[src/rtl/rr_arbiter8.sv]
// rr_arbiter8: eight-way round-robin arbiter with a registered IDLE/GRANT FSM.
// One requester owns the grant until it drops its request. The grant is
// presented both as a binary index (gnt_idx) and as its one-hot decode (gnt).
// There is always one idle cycle between two grants.
//
// Optional feature: define ARB_TIMEOUT_EN to compile in a hold timeout. With it,
// a grant held for MAX_HOLD cycles is revoked. timeout pulses for one cycle, and
// the revoked requester is skipped in the next arbitration only.
// Without it, timeout is tied low and grants last indefinitely.
module rr_arbiter8 #(
    parameter int MAX_HOLD = 16
) (
    input  logic       clk,
    input  logic       rst_n,
    input  logic [7:0] req,
    output logic [7:0] gnt,
    output logic [2:0] gnt_idx,
    output logic       gnt_valid,
    output logic       timeout
);

    typedef enum logic {
        IDLE  = 1'b0,
        GRANT = 1'b1
    } state_t;

    state_t     state_reg;
    logic [2:0] ptr_reg;      // highest-priority index for the next arbitration
    logic [7:0] cand;         // requests eligible in the current arbitration
    logic       found;
    logic [2:0] sel_idx;
    logic [7:0] sel_onehot;

    // MAX_HOLD only matters with the timeout, but a bad value is rejected in every build
    if (MAX_HOLD < 2 || MAX_HOLD > 255) begin : g_bad_max_hold
        $error("rr_arbiter8: MAX_HOLD must be in 2..255");
    end

`ifdef ARB_TIMEOUT_EN
    localparam logic [7:0] HOLD_LAST = 8'(MAX_HOLD - 1);

    logic [7:0] hold_cnt_reg; // GRANT cycles elapsed for the current owner
    logic [7:0] mask_reg;     // one-hot of a just-revoked owner, cleared after one IDLE cycle

    assign cand = req & ~mask_reg;
`else
    assign cand    = req;
    assign timeout = 1'b0;
`endif

    // Rotating priority search: the first eligible bit at or after ptr_reg, wrapping 7->0.
    // The loop runs from the farthest offset down, so the nearest hit wins.
    always_comb begin
        found   = 1'b0;
        sel_idx = ptr_reg;
        for (int i = 7; i >= 0; i--) begin
            if (cand[3'(ptr_reg + 3'(i))]) begin
                found   = 1'b1;
                sel_idx = 3'(ptr_reg + 3'(i));
            end
        end
    end

    // Each bit of the one-hot grant is simply an equality with the selected index
    for (genvar gi = 0; gi < 8; gi++) begin : g_onehot
        assign sel_onehot[gi] = (sel_idx == 3'(gi));
    end

    // Grant FSM. All outputs are registered here, and gnt is always loaded as the
    // decode of the same index that goes into gnt_idx.
    always_ff @(posedge clk or negedge rst_n) begin
        if (!rst_n) begin
            state_reg    <= IDLE;
            ptr_reg      <= 3'd0;
            gnt          <= 8'h00;
            gnt_idx      <= 3'd0;
            gnt_valid    <= 1'b0;
`ifdef ARB_TIMEOUT_EN
            hold_cnt_reg <= 8'd0;
            mask_reg     <= 8'h00;
            timeout      <= 1'b0;
`endif
        end else begin
`ifdef ARB_TIMEOUT_EN
            timeout <= 1'b0;
`endif
            case (state_reg)
                IDLE: begin
`ifdef ARB_TIMEOUT_EN
                    // The revoke mask applies to exactly one arbitration, even an empty one
                    mask_reg <= 8'h00;
`endif
                    if (found) begin
                        state_reg <= GRANT;
                        gnt_idx   <= sel_idx;
                        gnt       <= sel_onehot;
                        gnt_valid <= 1'b1;
                        ptr_reg   <= sel_idx + 3'd1;
`ifdef ARB_TIMEOUT_EN
                        hold_cnt_reg <= 8'd0;
`endif
                    end
                end
                GRANT: begin
                    if (!req[gnt_idx]) begin
                        state_reg <= IDLE;
                        gnt       <= 8'h00;
                        gnt_valid <= 1'b0;
`ifdef ARB_TIMEOUT_EN
                    end else if (hold_cnt_reg == HOLD_LAST) begin
                        state_reg <= IDLE;
                        gnt       <= 8'h00;
                        gnt_valid <= 1'b0;
                        timeout   <= 1'b1;
                        mask_reg  <= gnt;
                    end else begin
                        hold_cnt_reg <= hold_cnt_reg + 8'd1;
`endif
                    end
                end
                default: begin
                    state_reg <= IDLE;
                end
            endcase
        end
    end

endmodule

[config.mk]
export PLATFORM = sky130hd
export DESIGN_NAME = rr_arbiter8
export DESIGN_NICKNAME = d
export VERILOG_FILES = /design/src/rtl/rr_arbiter8.sv
export SDC_FILE = /design/constraint.sdc
export NUM_CORES = 1
export LEC_CHECK = 0
export CAP_MARGIN = 40
export CORE_ASPECT_RATIO = 1.1
export CORE_MARGIN = 2
export CORE_UTILIZATION = 45
export CTS_CLUSTER_DIAMETER = 60
export DETAILED_ROUTE_END_ITERATION = 12
export PLACE_DENSITY = 0.68
export SLEW_MARGIN = 20
export SYNTH_ARGS = -nofsm -noshare
export SYNTH_HDL_FRONTEND = slang
export SYNTH_SLANG_ARGS = --single-unit
[constraint.sdc]
create_clock -name clk -period 6.75 [get_ports clk]
set_input_delay 2.025 -clock clk [delete_from_list [all_inputs] [get_ports clk]]
set_output_delay 2.025 -clock clk [all_outputs]
set_load 0.05 [all_outputs]
==> results.yml, run 1 <==
clocking:
  clkTransAtPathRegs_ps: 90
  cts_setup_buffers: 0
  root_buffer: "clkbuf_4"
  hold_buffers: 0
  clock_latency_ps: 290
  cts-resized-gates: 0
  cts_buffers: 3
  clockBufferDepth: 2
  cts_sinks: 16
  cts_tree: "yes"
  htreeDepth: 1
routing:
  vias: 1342
  drt_iter0_drc: 133
  totalWireLength_um: 3840
  wire_per_inst_um: 17.5
  route.detailed.drc: 0
  drt_pre_antenna_iters: 4
  antenna_left: 0
  via_per_inst: 6.10
global_route:
  grt_max_degree: 21
  grt_pass1_vias: 1353
  grt_antenna_before_repair: 0
  grt_pass1_wl_um: 6730
  overflow: 0
  grt.total_usage_pct: 22.4
floorplanning:
  core_area_sq_um: 3360
  dieArea_sq_um: 4010
  die_h_um: 66.2
  num_rows: 22
  die_w_um: 60.6
  io_pins: 23
  initial_core_util_pct: 47.2
final_layout:
  largest_reg_flops: 8
  stdcell_count: 220
  multiInputGateArea_sq_um: 1100
  fillCellCount: 312
  n_antenna_cell: 0
  area_growth_pct: 15.9
  regArea_sq_um: 400
  drive_gt1_share_pct: 18.0
  num-nets-final: 186
synth:
  synth_seq_area_share_pct: 25.3
  ys_async_sr_fraction_pct: 100
  yosysTopAreaCellShare_pct: 25.3
  synth_common_cells: "dfrtp_1, nand2_1, mux4_2, nor2_1"
  ys.flop_type: "dfrtp_1"
  synthesis.instances: 156
  yosysWarnings: 0
  post-synth-top-count-cell: "dfrtp_1"
  yosys-top-cells-area: "dfrtp_1, mux4_2, mux2i_1"
  synth.distinct_cells: 53
  yosysTopAreaCell: "dfrtp_1"
  synth_edf_count: 0
  netlist_area_sq_um: 1580
  ys_ff_latch: 16
  postSynthAreaPerCell_sq_um: 10.2
  syn-num-nets: 169
worst_hold_path:
  hold_start: "gnt_valid"
  hold_class: "flip-flop to flip-flop"
  hold_depth: 2
  whs_endpoint: "gnt_valid"
setup_path:
  r2r_cells: 11
  end_kind: "flip-flop"
  r2r-start: "ptr_reg[1]"
  worstPathRequired_ps: 6900
  critPathKind: "input port to flip-flop"
  rrSetupSlack_ps: 2930
  cp_data_arrival_time_ps: 4770
  cp_max_fo: 8
  reg2reg_to: "ptr_reg[2]"
  cp-start-kind: "input port"
sta:
  tightest_slew_ps: 762
  max_freq_mhz: 217
  min_period_over_period_pct: 68.4
  finalSetupViolations: 0
  hold_viol_final: 0
  finClkSkew_ps: 1.73
  rsz0062_at_grt: "false"
  setup_tns_ps: 0
  slew_violations: 0
  min_period_ps: 4620
  relSlewSlack_pct: 49.2
placement:
  gp_congestion: 0.878
  dp_cells: 216
  io_buffer_count: 21
  hpwl_um: 3020
run_status:
  outcome: "finished, final reports clean"
job:
  cap_violations: 0
-- stage by stage --
step | hold WS (ps) | util [%] | setup WS (ps) | area (sq um)
6_report | 482 | 54.7 | 2130 | 1840
3_3_place_gp | 466 | 53.6 | 1890 | 1800
5_1_grt | 534 | 54.7 | 1970 | 1840
3_5_place_dp | 465 | 53.6 | 1850 | 1800
4_1_cts | 486 | 54.7 | 2140 | 1840
2_1_floorplan | 544 | - | 2690 | 1580
-- worst max-delay path, stage by stage --
cell and delay, ps:
clkdlybuf4s50_1 540, mux4_2 570, mux2i_2 330, a21boi_0 230, o311ai_1 150, a211oi_4 420
nor2_1 90, ha_1 290, nand2_1 60, o21ai_1 70
-- logic make-up (layout without fill, tap and decap cells) --
| family | Yosys count | in the layout | synth area share, % |
|---|---|---|---|
| XOR/XNOR | 4 | 4 | 2.69 |
| AO/OA/AOI/OAI | 42 | 42 | 21.5 |
| AND/OR/NAND/NOR | 48 | 48 | 16.4 |
| multiplexers | 25 | 25 | 26.1 |
| buffers and inverters | 17 | 33 | 5.37 |
| other | 1 | 1 | 0.237 |
| flip-flops | 16 | 16 | 25.3 |
| adder cells (fa/ha/maj) | 3 | 3 | 2.37 |
-- cell type report --
class	count	area share, %
Multi-Input combinational cell	123	59.8
Sequential cell	16	21.8
Timing Repair Buffer	21	11.5
Tap cell	48	3.27
Clock buffer	4	1.98
Inverter	8	1.64
-- how the worst max path moves through the flow --
stage                     startpoint         end
final                         req[7]  ptr_reg[2]
after global routing          req[3]  ptr_reg[2]
after CTS                     req[7]  ptr_reg[2]
after detailed placement      req[7]  ptr_reg[2]
after global placement        req[7]  ptr_reg[2]
after floorplan               req[6]  ptr_reg[2]
-- layout by cell type, fill, tap and decap left out, drive strengths merged, types with 2 or more instances in the layout --
master	instances
nor4	3
nor2b	4
mux2i	8
o21bai	2
and3	2
and2	3
o21ai	8
nand3	5
mux4	12
a211oi	4
o221ai	2
inv	8
dfrtp	16
clkbuf	4
o21a	2
ha	3
o311ai	2
nand2b	2
a221oi	2
a22oi	3
nor2	10
nand2	15
a22o	4
mux2	5
xor2	3
a21boi	2
clkdlybuf4s50	21
a21oi	4
-- routing by layer --
| metal | GRT usage, % | wire, um | part of all wire, % | vias up |
|---|---|---|---|---|
| li1 | - | - | - | 632 |
| met1 | 30.0 | 1600 | 42 | 663 |
| met2 | 38.0 | 2030 | 53 | 38 |
| met3 | 1.37 | 132 | 3.4 | 9 |
| met4 | 7.07 | 85 | 2.2 | 0 |
| met5 | 0 | 0 | 0 | - |
Power of run 1 is left out: the tool's default activity adds up to more than one toggle a clock period on the data nets, which glitch-free logic cannot reach.
==> run 2: changes to the inputs <==
==> constraint.sdc (replaced) <==
create_clock -name clk -period 4.3 [get_ports clk]
set_input_delay 1.29 -clock clk [delete_from_list [all_inputs] [get_ports clk]]
set_output_delay 1.29 -clock clk [all_outputs]
set_load 0.05 [all_outputs]
==> run 2 against run 1 <==
Against the previous run:
- non-clock buffer count grew 3
- cell area grew 0.48%
- critical path depth is the same
- first-iteration DRC count shrank 56%
- sequential share of layout area shrank 0.10 points
- count of clock-buffer cells in the layout shrank 1
- largest cell class unchanged
- register-to-register slack lost 1700 ps
- utilization grew 0.26 points
- sequential cell count is the same
- worst setup slack lost 1700 ps
- critical path type unchanged
- routed wire length shrank 1.5%
==> results.yml, run 2 (synthesis gave the netlist of run 1 again) <==
run_status:
  outcome: "finished, final reports clean"
sta:
  relSlewSlack_pct: 53.6
  rsz0062_at_grt: "false"
  max_freq_mhz: 257
  setup_tns_ps: 0
  min_period_ps: 3890
  slew_violations: 0
  tightest_slew_ps: 693
  min_period_over_period_pct: 90.5
  finClkSkew_ps: 10.4
  finalSetupViolations: 0
  hold_viol_final: 0
setup_path:
  cp-start-kind: "input port"
  cp_max_fo: 7
  cp-startpoint: "req[5]"
  reg2reg_to: "ptr_reg[2]"
  rrSetupSlack_ps: 1220
  worstPathRequired_ps: 4480
  r2r-start: "ptr_reg[0]"
  cp_data_arrival_time_ps: 4070
  end_kind: "flip-flop"
  critPathKind: "input port to flip-flop"
  r2r_cells: 11
routing:
  via_per_inst: 6.15
  drt_pre_antenna_iters: 4
  wire_per_inst_um: 17.1
  antenna_left: 0
  drt_iter0_drc: 59
  vias: 1365
  totalWireLength_um: 3790
  route.detailed.drc: 0
clocking:
  htreeDepth: 1
  cts_buffers: 3
  cts_sinks: 16
  cts_tree: "yes"
  root_buffer: "clkbuf_4"
  clkTransAtPathRegs_ps: 90
  clockBufferDepth: 2
  clock_latency_ps: 290
  cts_setup_buffers: 0
  hold_buffers: 0
  cts-resized-gates: 0
global_route:
  grt_max_degree: 20
  grt_pass1_vias: 1350
  grt.total_usage_pct: 21.4
  grt_antenna_before_repair: 0
  grt_pass1_wl_um: 6550
  overflow: 0
final_layout:
  num-nets-final: 189
  layout_commonest_cell: "clkdlybuf4s50_1"
  n_antenna_cell: 0
  multiInputGateArea_sq_um: 1100
  drive_gt1_share_pct: 19.0
  fillCellCount: 313
  area_growth_pct: 16.4
  regArea_sq_um: 400
  final_cell_mix: "clkdlybuf4s50_1, dfrtp_1, nand2_1, mux4_2, nor2_1"
  largest_reg_flops: 8
floorplanning:
  die_w_um: 60.6
  die_h_um: 66.2
  core_area_sq_um: 3360
  io_pins: 23
  dieArea_sq_um: 4010
  initial_core_util_pct: 47.2
  num_rows: 22
worst_hold_path:
  whs_endpoint: "gnt_valid"
  hold_start: "gnt_valid"
  hold_class: "flip-flop to flip-flop"
  hold_depth: 2
placement:
  hpwl_um: 2900
  io_buffer_count: 21
  gp_congestion: 0.867
job:
  cap_violations: 0
==> run 2: how the worst max path moves through the flow <==
| stage | cells after the start | end | slack, ps |
|---|---|---|---|
| final | 10 | ptr_reg[2] | 410 |
| after detailed placement | 10 | ptr_reg[2] | 150 |
| after CTS | 10 | ptr_reg[2] | 440 |
| after global placement | 10 | ptr_reg[2] | 260 |
| after floorplan | 8 | ptr_reg[2] | 970 |
| after global routing | 10 | ptr_reg[2] | 240 |
==> run 2: metrics by stage <==
stage	worst slack, ps	utilization [%]	hold WS, ps	instance area [sq um]	cells
5_1_grt	238	54.9	515	1840	222
4_1_cts	444	54.9	487	1840	222
2_1_floorplan	974	-	544	1580	156
3_5_place_dp	148	54.2	466	1820	219
3_3_place_gp	261	54.2	465	1820	219
6_report	408	54.9	486	1840	222
==> run 2: critical path, cell delays in order <==
cell and delay (ps):
clkdlybuf4s50_1 540, mux4_2 610, mux2i_2 350, a21boi_0 250, o311ai_1 160, a211oi_4 400, nor2_1 80, ha_1 280
nand2_1 60, o21ai_1 50
==> run 2: area by class of cell <==
| type | instances | share of cell area [%] |
|---|---|---|
| clock buffers | 3 | 1.22 |
| inverters | 8 | 1.63 |
| multi-input cells | 123 | 59.6 |
| flip-flops and latches | 16 | 21.7 |
| well taps | 48 | 3.26 |
| repair buffers | 24 | 12.6 |
==> run 2: metal layers <==
| metal | up-vias | GRT usage (%) | share of wire (%) |
|---|---|---|---|
| li1 | 642 | - | - |
| met3 | 8 | 1.37 | 2.2 |
| met4 | 0 | 8.15 | 2.5 |
| met1 | 689 | 28.2 | 44 |
| met5 | - | 0 | 0 |
| met2 | 26 | 36.2 | 51 |
Power of run 2 is left out for the same reason.
